**src/rtl/reg_scoreboard.sv**
```systemverilog
// Register scoreboard: tracks in-flight writers per architectural register and
// derives the ID-stage stall and per-operand forwarding hints.
module reg_scoreboard #(
  parameter int unsigned NREG  = 32,
  parameter int unsigned LAT_W = 3
) (
  input  logic             clk,
  input  logic             rst,
  input  logic [4:0]       rs1_d,
  input  logic [4:0]       rs2_d,
  input  logic             use_rs1_d,
  input  logic             use_rs2_d,
  input  logic             issue_valid,
  input  logic             issue_regwrite,
  input  logic [4:0]       issue_rd,
  input  logic [LAT_W-1:0] issue_lat,
  input  logic             flush_d,
  input  logic             wb_valid,
  input  logic [4:0]       wb_rd,
  output logic             stall_d,
  output logic             rs1_fwd_d,
  output logic             rs2_fwd_d,
  output logic [NREG-1:0]  busy_o
);

  logic [NREG-1:0]  busy_q, busy_d;
  logic [LAT_W-1:0] cnt_q [NREG];
  logic [LAT_W-1:0] cnt_d [NREG];

  logic rs1_pend, rs2_pend;
  logic haz1, haz2, waw;
  logic wb_hit, issue_ok;

  // Source hazards, WAW check and the stall decision, all from registered state.
  always_comb begin
    rs1_pend  = use_rs1_d && (rs1_d != 5'd0) && busy_q[rs1_d];
    rs2_pend  = use_rs2_d && (rs2_d != 5'd0) && busy_q[rs2_d];
    haz1      = rs1_pend && (cnt_q[rs1_d] != '0);
    haz2      = rs2_pend && (cnt_q[rs2_d] != '0);
    rs1_fwd_d = rs1_pend && (cnt_q[rs1_d] == '0);
    rs2_fwd_d = rs2_pend && (cnt_q[rs2_d] == '0);
    wb_hit    = wb_valid && (wb_rd != 5'd0);
    // An older writer committing this very cycle frees the slot for the new one.
    waw       = issue_valid && issue_regwrite && (issue_rd != 5'd0) && busy_q[issue_rd] &&
                !(wb_valid && (wb_rd == issue_rd));
    stall_d   = issue_valid && !flush_d && (haz1 || haz2 || waw);
    issue_ok  = issue_valid && issue_regwrite && (issue_rd != 5'd0) && !stall_d && !flush_d;
  end

  // Next state: countdown, then writeback clear, then issue (issue wins on same rd).
  always_comb begin
    busy_d = busy_q;
    for (int i = 0; i < int'(NREG); i++) begin
      cnt_d[i] = cnt_q[i];
      if (busy_q[i] && (cnt_q[i] != '0)) begin
        cnt_d[i] = cnt_q[i] - LAT_W'(1);
      end
    end
    if (wb_hit) begin
      busy_d[wb_rd] = 1'b0;
      cnt_d[wb_rd]  = '0;
    end
    if (issue_ok) begin
      busy_d[issue_rd] = 1'b1;
      cnt_d[issue_rd]  = issue_lat;
    end
    busy_d[0] = 1'b0;
    cnt_d[0]  = '0;
  end

  // State registers with synchronous reset.
  always_ff @(posedge clk) begin
    if (rst) begin
      busy_q <= '0;
      for (int i = 0; i < int'(NREG); i++) begin
        cnt_q[i] <= '0;
      end
    end else begin
      busy_q <= busy_d;
      for (int i = 0; i < int'(NREG); i++) begin
        cnt_q[i] <= cnt_d[i];
      end
    end
  end

  assign busy_o = busy_q;

endmodule
```
**config.mk**
```make
export PLATFORM = sky130hd
export DESIGN_NAME = reg_scoreboard
export DESIGN_NICKNAME = d
export VERILOG_FILES = /design/src/rtl/reg_scoreboard.sv
export SDC_FILE = /design/constraint.sdc
export NUM_CORES = 1
export LEC_CHECK = 0
export CORE_ASPECT_RATIO = 1.4
export CORE_MARGIN = 2
export CORE_UTILIZATION = 65
export DETAILED_ROUTE_END_ITERATION = 8
export PLACE_DENSITY = 0.88
export SYNTH_ARGS = -nofsm -noshare
export SYNTH_HDL_FRONTEND = slang
export SYNTH_SLANG_ARGS = --single-unit
```
**constraint.sdc**
```tcl
create_clock -name clk -period 7.7 [get_ports clk]
set_input_delay 1.54 -clock clk [delete_from_list [all_inputs] [get_ports clk]]
set_output_delay 1.54 -clock clk [all_outputs]
set_load 0.02 [all_outputs]
```
==> results.tsv, run 1 <==
stage	metric	value	unit
synth	synth_top_family_by_area	simple AND/OR/NAND/NOR gates	
detailed_routing	wl	26.97	mm
timing	finalCritPeriodShare	0.8843	
floorplanning	start_util	0.6621	
synth	synthArstFlopShare	0	
floorplanning	die_h	147.2	µm
power_and_ir_drop	combPwrFrac	0.085	
detailed_routing	drc	0	
power_and_ir_drop	p_per_area	155.2	mW/mm²
detailed_routing	postRouteAntennaNets	0	
cts	cts_buffers	17	
cts	htree_levels	4	
layout	drive_gt1_frac	0.08522	
floorplanning	die_x	106.3	µm
synth	synth-seq-cells	124	
synth	synth_compound_area_frac	0.1118	
setup_path	cp_top_family	buffers and inverters	
grt	gr-total-overflow	0	
floorplanning	io_pins	66	
timing	clock_skew	0.006329	ns
detailed_routing	viasPerCell	6.414	
synth	yosysTopAreaCell	dfxtp_1	
timing	setup_violations	0	
synth	synth-edff-count	0	
synth	synth_nets	1226	
synth	syn_area_per_cell	8.403	µm²
placed_design	gp_congestion	1.007	
cts	ctsRootBufferMaster	clkbuf_16	
synth	yosysSeqAreaShare	0.2607	
synth	syn_area	0.009520	mm²
timing	worstMarginPinSlew	1.190	ns
synth	ys.flop_type	dfxtp_1	
detailed_routing	first_pass_iters	6	
setup_path	crit_type	in -> out	
cts	insertion_delay	0.42	ns
placed_design	hpwl	18.74	mm
timing	final.min_clock_period	6.809	ns
layout	diodes	0	
timing	setup_tns	0	ns
layout	nets	1231	
synth	synth_cells	1133	
synth	synthSimpleGateAreaFrac	0.2021	
timing	final_hold_viol_count	0	
cts	cts_tree	done	
synth	synth-xor-area-share	0.05796	
synth	ys_top_cells_by_area	dfxtp_1 (26%), mux2i_1 (11%), ha_1 (8.1%)	
power_and_ir_drop	p_leak	4.818	nW
grt	antenna_found_initial	0	
cts	cts_hold_buffers	0	
setup_path	worstPathArrival	5.27	ns
min_path	hold_class	reg -> reg	
synth	yosys.cell_types.count	60	
cts	cts.sinks	124	
power_and_ir_drop	p_clk_frac	0.517	
power_and_ir_drop	swShare	0.2427	
power_and_ir_drop	p_int	1.231	mW
power_and_ir_drop	pwr-share-seq	0.397	
cts	path_clk_slew	0.06	ns
timing	max_freq	0.1469	GHz
run_status	outcome	complete, no violations	
timing	maxSlewViolCount	0	
floorplanning	rows	52	
setup_path	worst_path_largest_cell_delay	0.84	ns
timing	holdWs	0.5708	ns
grt	grt_max_degree	82	
detailed_routing	wl_per_cell	20.14	µm
setup_path	path_cells	clkdlybuf4s50_1 > buf_4 > mux2i_1 > mux4_2 > mux4_2 > nor2b_1 > o211a_1 > or3_4 > and3b_1 > clkdlybuf4s50_1	
cts	ctsResizeCount	0	
floorplanning	die_area	0.01564	mm²
detailed_routing	drtIter0Drc	788	
floorplanning	core_area	0.01438	mm²
grt	grt_use_total	0.3509	
cts	clk_path_buf_depth	2	
setup_path	worst-path-buf-inv	3	
cts	cts_setup_buffers	0	
grt	grt_pass1_vias	8631	
setup_path	cp_max_fo	32	
placed_design	portBuffers	64	
setup_path	required	6.16	ns
setup_path	endpoint_kind	primary output	
layout	areaGrowthSynthToFinish	10.00	%
timing	relSlewSlack	0.2050	
synth	synthMuxAreaShare	0.1737	
synth	yosysWarnings	0	
synth	synth_fa_ha_area_frac	0.08148	
grt	grt_pass1_wl	42.82	mm
detailed_routing	vias	8588	
power_and_ir_drop	ir_worst_vdd	0.1315	mV
synth	yosys.area.top_type_share	0.2607	
timing	rsz0062_at_grt	no	
flow_run	drv_cap	0	
power_and_ir_drop	power.switching	0.3946	mW
setup_path	ff2ff_setup_slack	4.34	ns
setup_path	critPathLaunchType	input port	
setup_path	critPathSlowestCell	clkdlybuf4s50_1	
## stage by stage
| step | power (mW) | util | worst slack (ns) | area [µm²] | instances |
|---|---|---|---|---|---|
| 4_1_cts | 1.622 | 0.7283 | 0.9238 | 10470 | 1339 |
| 2_1_floorplan | 0.7485 | - | 2.250 | 9520 | 1133 |
| 6_report | 1.626 | 0.7283 | 0.8907 | 10470 | 1339 |
| 5_1_grt | 1.660 | 0.7283 | 0.7192 | 10470 | 1339 |
| 3_5_place_dp | 0.7923 | 0.6861 | 0.9619 | 9866 | 1308 |
| 3_3_place_gp | 0.7910 | 0.6861 | 0.9664 | 9866 | 1308 |
## power groups by stage
stage	Clock [mW]	Sequential (mW)	Combinational, mW
6_report	0.841	0.646	0.139
3_5_place_dp	0	0.660	0.132
3_3_place_gp	0	0.660	0.131
2_1_floorplan	0	0.660	0.0888
4_1_cts	0.841	0.646	0.134
5_1_grt	0.867	0.646	0.146
## cell families (layout without fill, tap and decap cells)
kind of cell             after synthesis  count (layout)
XOR/XNOR                              63              63
multiplexers                         133             133
AO/OA/AOI/OAI                        183             183
adder cells (fa/ha/maj)               62              62
other                                  1               1
AND/OR/NAND/NOR                      354             354
flip-flops                           124             124
buffers and inverters                213             230
## state kept, by name (all words and copies together), names as in the netlist
name / cells
cnt_q: 93
busy_o: 31
## cells in the final DEF, fill, tap and decap left out, types with 3 or more instances in the layout
cell type        instances
a2111oi_0                7
a211oi_1                 6
a21oi_1                 59
a22oi_1                  3
a311oi_1                 3
a31oi_1                  5
and2_1                   5
buf_4                    8
bufinv_16                4
clkbuf_1                 3
clkbuf_16               17
clkdlybuf4s50_1         63
clkinvlp_4               3
dfxtp_1                124
ha_1                    62
inv_1                  125
mux2_2                   3
mux2i_1                106
mux4_1                   5
mux4_2                  19
nand2_1                116
nand2b_1                10
nand3_1                  6
nand3b_1                 8
nor2_1                  66
nor2b_1                 13
nor3_1                  30
nor3b_1                  4
nor4_1                  22
nor4b_1                  3
o211ai_1                 5
o21ai_0                 77
o31ai_1                  3
or3_1                   27
or4_1                    3
or4_4                   30
xnor2_1                 41
xor2_1                  22
## layout make-up
class,count,area [µm²]
multi-input cells,796,5974
fillers,1017,3906
flip-flops and latches,124,2482
repair buffers,72,695.7
inverters,127,476.7
clock buffers,20,436.7
well taps,189,236.5
clock inverters,11,170.2
## final timing paths
| check | start | endpoint | depth (start not counted) |
|---|---|---|---|
| min | busy_o[5]$_SDFF_PP0_ | busy_o[5]$_SDFF_PP0_ | 2 |
| max | rs2_d[0] | stall_d | 10 |
| max reg2reg | cnt_q[2][1]$_SDFF_PP0_ | cnt_q[16][2]$_SDFF_PP0_ | 8 |
| min reg2reg | busy_o[5]$_SDFF_PP0_ | busy_o[5]$_SDFF_PP0_ | 2 |
## cells in the mapped netlist (27+ instances only)
| library cell | number |
|---|---|
| or4_4 | 30 |
| nor2_1 | 66 |
| nor3_1 | 30 |
| buf_6 | 32 |
| dfxtp_1 | 124 |
| nand2_1 | 116 |
| xnor2_1 | 41 |
| ha_1 | 62 |
| or3_1 | 27 |
| a21oi_1 | 59 |
| o21ai_0 | 77 |
| inv_1 | 125 |
| clkbuf_1 | 42 |
| mux2i_1 | 106 |
## worst reg2reg max path: stages, from the launching register on
cell and delay (ns):
dfxtp_1 0.37, or4_4 0.53, a22oi_2 0.12, nor4_1 0.07, or4_4 0.53, o211a_1 0.22
or3_4 0.52, or4_1 0.68, mux2i_1 0.17
## metal layers
| layer | share of wire | track usage | wire [µm] |
|---|---|---|---|
| met5 | 0 | 0 | 0 |
| met1 | 0.35 | 0.3855 | 9557 |
| met4 | 0.075 | 0.2671 | 2035 |
| met3 | 0.092 | 0.07542 | 2480 |
| met2 | 0.48 | 0.5859 | 12890 |
Note: power is estimated with default switching activity, not from simulation.
==> run 2: changes to the inputs <==
--- a/config.mk
+++ b/config.mk
@@ -9,6 +9,7 @@
 export CORE_MARGIN = 2
 export CORE_UTILIZATION = 65
 export DETAILED_ROUTE_END_ITERATION = 8
+export GPL_ROUTABILITY_DRIVEN = 0
 export PLACE_DENSITY = 0.88
 export SYNTH_ARGS = -nofsm -noshare
 export SYNTH_HDL_FRONTEND = slang
==> results.tsv, run 2 (synthesis gave the netlist of run 1 again) <==
stage	metric	value	unit	change
setup_path	required	6.16	ns	about the same
setup_path	r2r_cells	8		unchanged
placed_design	pre_cts_slack	1.076	ns	was 0.9619 ns
min_path	holdPathStages	2		unchanged
cts	cts_tree	done		unchanged
timing	finalCritPeriodShare	0.8647		was 0.8843
min_path	hold_class	reg -> reg		unchanged
power_and_ir_drop	p_leak	4.840	nW	was 4.818 nW
floorplanning	core_area	0.01438	mm²	unchanged
timing	final_hold_viol_count	0		unchanged
grt	gr-total-overflow	0		unchanged
floorplanning	io_pins	66		unchanged
power_and_ir_drop	ir_worst_vdd	0.1235	mV	was 0.1315 mV
layout	layout_commonest_cell	inv_1		unchanged
detailed_routing	drtIter0Drc	908		was 788
detailed_routing	drc	0		unchanged
setup_path	endpoint_kind	primary output		unchanged
layout	areaGrowthSynthToFinish	10.40	%	was 10.00%
grt	grt_pass1_vias	8854		was 8631
detailed_routing	wl	27.87	mm	was 26.97 mm
floorplanning	die_x	106.3	µm	unchanged
timing	rsz0062_at_grt	no		unchanged
layout	multi_input_area	0.005979	mm²	was 0.005974 mm²
detailed_routing	wl_per_cell	20.78	µm	was 20.14 µm
min_path	min_to	busy_o[5]$_SDFF_PP0_		unchanged
placed_design	hpwl	18.94	mm	was 18.74 mm
floorplanning	rows	52		unchanged
run_status	outcome	complete, no violations		unchanged
setup_path	critPathLaunchType	input port		unchanged
placed_design	portBuffers	64		unchanged
timing	relSlewSlack	0.2546		was 0.2050
timing	holdWs	0.5738	ns	was 0.5708 ns
timing	setup_violations	0		unchanged
layout	drive_gt1_frac	0.08775		was 0.08522
layout	n_fill_cell	996		was 1017
flow_run	drv_cap	0		unchanged
timing	setup_ws	1.042	ns	was 0.8907 ns
layout	top_register	cnt_q		unchanged
layout	nets	1231		unchanged
cts	cts_hold_buffers	0		unchanged
timing	max_freq	0.1502	GHz	was 0.1469 GHz
cts	ctsRootBufferMaster	clkbuf_16		unchanged
grt	grt_use_total	0.3674		was 0.3509
cts	path_clk_slew	0.06	ns	about the same
cts	htree_levels	4		unchanged
floorplanning	die_h	147.2	µm	unchanged
power_and_ir_drop	p_per_area	157.9	mW/mm²	was 155.2 mW/mm²
timing	maxSlewViolCount	0		unchanged
setup_path	cp_max_fo	32		unchanged
cts	insertion_delay	0.43	ns	was 0.42 ns
cts	cts_buffers	17		unchanged
layout	seqCellArea	0.002482	mm²	unchanged
setup_path	crit_type	in -> out		unchanged
cts	clk_path_buf_depth	2		unchanged
power_and_ir_drop	power	1.659	mW	was 1.626 mW
setup_path	ff2ff_setup_slack	4.30	ns	was 4.34 ns
min_path	hp-start	busy_o[5]$_SDFF_PP0_		unchanged
cts	ctsResizeCount	0		unchanged
grt	antenna_found_initial	1		was 0
timing	clock_skew	0.01055	ns	was 0.006329 ns
floorplanning	start_util	0.6621		unchanged
cts	cts.sinks	124		unchanged
grt	grt_max_degree	82		unchanged
detailed_routing	first_pass_iters	6		unchanged
setup_path	r2r_end	cnt_q[16][1]$_SDFF_PP0_		was cnt_q[16][2]$_SDFF_PP0_
timing	worstMarginPinSlew	1.116	ns	was 1.190 ns
detailed_routing	viasPerCell	6.523		was 6.414
layout	layout_common_cells	inv_1 (125), dfxtp_1 (124), nand2_1 (116)		unchanged
detailed_routing	vias	8747		was 8588
grt	grt_pass1_wl	44.87	mm	was 42.82 mm
setup_path	worstPathArrival	5.12	ns	was 5.27 ns
timing	setup_tns	0	ns	unchanged
layout	largest_reg_flops	93		unchanged
floorplanning	die_area	0.01564	mm²	unchanged
timing	final.min_clock_period	6.658	ns	was 6.809 ns
setup_path	r2r_start	cnt_q[2][0]$_SDFF_PP0_		was cnt_q[2][1]$_SDFF_PP0_
detailed_routing	postRouteAntennaNets	0		unchanged
cts	cts_setup_buffers	0		unchanged
==> run 2: critical path, stage by stage <==
cell and delay, ns:
clkdlybuf4s50_1 0.84, mux4_2 0.58, a2111oi_0 0.55, a2111o_1 0.17, a21oi_1 0.07, or3_4 0.58
and3b_1 0.24, clkdlybuf4s50_1 0.53
==> run 2: cell type report <==
class,count,area share
Timing Repair Buffer,72,0.06619
Tap cell,189,0.02250
Multi-Input combinational cell,796,0.5689
Antenna cell,1,0.0002381
Clock inverter,10,0.01548
Clock buffer,22,0.04512
Inverter,127,0.04536
Sequential cell,124,0.2362
==> run 2: layer usage <==
layer,GRT usage,part of all wire
met5,0,0
met4,0.2908,0.091
met3,0.1047,0.11
met2,0.6087,0.47
met1,0.3868,0.33
==> run 2: how the worst max path moves through the flow <==
stage	startpoint	end
after global routing	rs1_d[0]	stall_d
final	rs1_d[0]	stall_d
after floorplan	issue_rd[0]	stall_d
after global placement	rs2_d[1]	stall_d
after detailed placement	rs1_d[0]	stall_d
after CTS	rs1_d[0]	stall_d
==> run 2: through the flow <==
step	utilization	instance area (µm²)	std cells
3_3_place_gp	0.6861	9866	1308
2_1_floorplan	-	9520	1133
4_1_cts	0.7304	10500	1340
3_5_place_dp	0.6861	9866	1308
5_1_grt	0.7309	10510	1341
6_report	0.7309	10510	1341
==> run 2: report_power, final <==
part	internal [mW]	total [mW]	switching [mW]
registers	0.643	0.646	0.00273
logic	0.0489	0.141	0.0922
clock network	0.567	0.872	0.305
==> run 3: changes to the inputs <==
--- a/config.mk
+++ b/config.mk
@@ -7,10 +7,10 @@
 export LEC_CHECK = 0
 export CORE_ASPECT_RATIO = 1.4
 export CORE_MARGIN = 2
-export CORE_UTILIZATION = 65
+export CORE_UTILIZATION = 61
 export DETAILED_ROUTE_END_ITERATION = 8
 export GPL_ROUTABILITY_DRIVEN = 0
-export PLACE_DENSITY = 0.88
+export PLACE_DENSITY = 0.83
 export SYNTH_ARGS = -nofsm -noshare
 export SYNTH_HDL_FRONTEND = slang
 export SYNTH_SLANG_ARGS = --single-unit
==> constraint.sdc (replaced) <==
create_clock -name clk -period 6.86 [get_ports clk]
set_input_delay 1.372 -clock clk [delete_from_list [all_inputs] [get_ports clk]]
set_output_delay 1.372 -clock clk [all_outputs]
set_load 0.02 [all_outputs]
==> results.tsv, run 3 (synthesis gave the netlist of run 1 again) <==
stage	metric	value	unit	change
grt	grt_use_total	0.3381		was 0.3674
detailed_routing	wl	27.50	mm	was 27.87 mm
floorplanning	rows	54		was 52
placed_design	placed_cells	1318		was 1308
placed_design	portBuffers	64		unchanged
grt	antenna_found_initial	0		was 1
flow_run	drv_cap	0		unchanged
cts	ctsRootBufferMaster	clkbuf_16		unchanged
grt	grt_pass1_vias	8869		was 8854
placed_design	hpwl	18.98	mm	was 18.94 mm
timing	clock_skew	0.01190	ns	was 0.01055 ns
cts	htree_levels	4		unchanged
timing	rsz0062_at_grt	no		unchanged
layout	n_fill_cell	1242		was 996
detailed_routing	wl_met3	2.731	mm	was 3.074 mm
cts	ctsResizeCount	0		unchanged
timing	worstMarginPinSlew	1.264	ns	was 1.116 ns
cts	path_clk_slew	0.05	ns	was 0.06 ns
floorplanning	die_x	109.6	µm	was 106.3 µm
detailed_routing	postRouteAntennaNets	0		unchanged
setup_path	endpoint_kind	primary output		unchanged
grt	grt_max_degree	82		unchanged
floorplanning	core_area	0.01540	mm²	was 0.01438 mm²
cts	cts_hold_buffers	0		unchanged
cts	cts.sinks	124		unchanged
layout	diodes	0		was 1
power_and_ir_drop	p_per_area	169.5	mW/mm²	was 157.9 mW/mm²
cts	cts_tree	done		unchanged
layout	layout_common_cells	inv_1 (125), dfxtp_1 (124), nand2_1 (116)		unchanged
run_status	outcome	complete, no violations		unchanged
min_path	hold_class	reg -> reg		unchanged
floorplanning	die_area	0.01664	mm²	was 0.01564 mm²
layout	layout_commonest_cell	inv_1		unchanged
timing	finalCritPeriodShare	0.9194		
layout	top_register	cnt_q		unchanged
detailed_routing	first_pass_iters	8		was 6
timing	setup_tns	0	ns	unchanged
layout	drive_gt1_frac	0.08839		was 0.08775
cts	insertion_delay	0.42	ns	was 0.43 ns
floorplanning	die_h	151.8	µm	was 147.2 µm
cts	cts_buffers	17		unchanged
layout	stdcell_count	1350		was 1341
power_and_ir_drop	p_leak	4.827	nW	was 4.840 nW
timing	relSlewSlack	0.1557		was 0.2546
setup_path	worstPathArrival	4.94	ns	was 5.12 ns
floorplanning	io_pins	66		unchanged
setup_path	cp_max_fo	12		was 32
power_and_ir_drop	ir_worst_vdd	0.1309	mV	was 0.1235 mV
detailed_routing	wl_met2	13.11	mm	about the same
detailed_routing	wl_met1	9.321	mm	was 9.134 mm
layout	areaGrowthSynthToFinish	10.05	%	was 10.40%
detailed_routing	vias	8723		was 8747
detailed_routing	viasPerCell	6.461		was 6.523
detailed_routing	highest_layer	met4		unchanged
timing	max_freq	0.1585	GHz	
detailed_routing	drtIter0Drc	918		was 908
layout	largest_reg_flops	93		unchanged
cts	cts_setup_buffers	0		unchanged
layout	nets	1234		was 1231
setup_path	critPathLaunchType	input port		unchanged
timing	final_hold_viol_count	0		unchanged
floorplanning	start_util	0.6180		was 0.6621
timing	setup_violations	0		unchanged
detailed_routing	wl_per_cell	20.37	µm	was 20.78 µm
setup_path	required	5.49	ns	was 6.16 ns
cts	clk_path_buf_depth	2		unchanged
timing	final.min_clock_period	6.307	ns	
timing	maxSlewViolCount	0		unchanged
detailed_routing	drc	0		unchanged
setup_path	crit_type	in -> out		unchanged
grt	gr-total-overflow	0		unchanged
grt	grt_pass1_wl	44.04	mm	was 44.87 mm
[run 3: final cells by class]
class	instances	area [µm²]	area share
inverter	127	476.7	0.04550
clock buffer	22	464.2	0.04430
timing repair buffer	75	718.2	0.06855
clock inverter	10	116.4	0.01111
tap	196	245.2	0.02341
sequential	124	2482	0.2369
multi-input combinational	796	5974	0.5702
[run 3: routing by layer]
layer / vias to the layer above / global-route usage
li1: 3918 / -
met1: 4035 / 0.3655
met2: 563 / 0.5561
met3: 207 / 0.08709
met4: 0 / 0.2483
met5: - / 0
[run 3: where the power goes]
group	leakage, nW	internal [mW]	switching (mW)	total, mW
Combinational	3.55	0.0556	0.104	0.160
Sequential	0.999	0.722	0.00300	0.725
Clock	0.280	0.553	0.338	0.891
[run 3: final timing paths]
kind | endpoint | cells past startpoint | slack (ns) | from
setup / recovery | stall_d | 9 | 0.55 | rs1_d[1]
hold / removal | busy_o[4]$_SDFF_PP0_ | 2 | 0.57 | busy_o[4]$_SDFF_PP0_
setup reg to reg | cnt_q[16][2]$_SDFF_PP0_ | 9 | 3.34 | cnt_q[11][1]$_SDFF_PP0_
hold reg to reg | busy_o[4]$_SDFF_PP0_ | 2 | 0.57 | busy_o[4]$_SDFF_PP0_
[run 3: critical path, cell delays in order]
cell and delay, ns:
clkdlybuf4s50_1 0.90, clkinv_1 0.45, mux2_2 0.37, a2111oi_0 0.46, a2111o_1 0.18, a21oi_1 0.09, or3_4 0.41, and3b_1 0.18
clkdlybuf4s50_1 0.53
[run 3: metrics by stage]
step / total power [mW] / setup slack [ns] / hold WS, ns / cell area (µm²) / util
5_1_grt: 1.820 / 0.4758 / 0.5758 / 10480 / 0.6801
2_1_floorplan: 0.8401 / 1.746 / 0.5540 / 9520 / -
4_1_cts: 1.773 / 0.6403 / 0.5511 / 10480 / 0.6801
3_5_place_dp: 0.8929 / 0.6405 / 0.5414 / 9897 / 0.6425
6_report: 1.776 / 0.5527 / 0.5696 / 10480 / 0.6801
3_3_place_gp: 0.8912 / 0.7058 / 0.5351 / 9897 / 0.6425
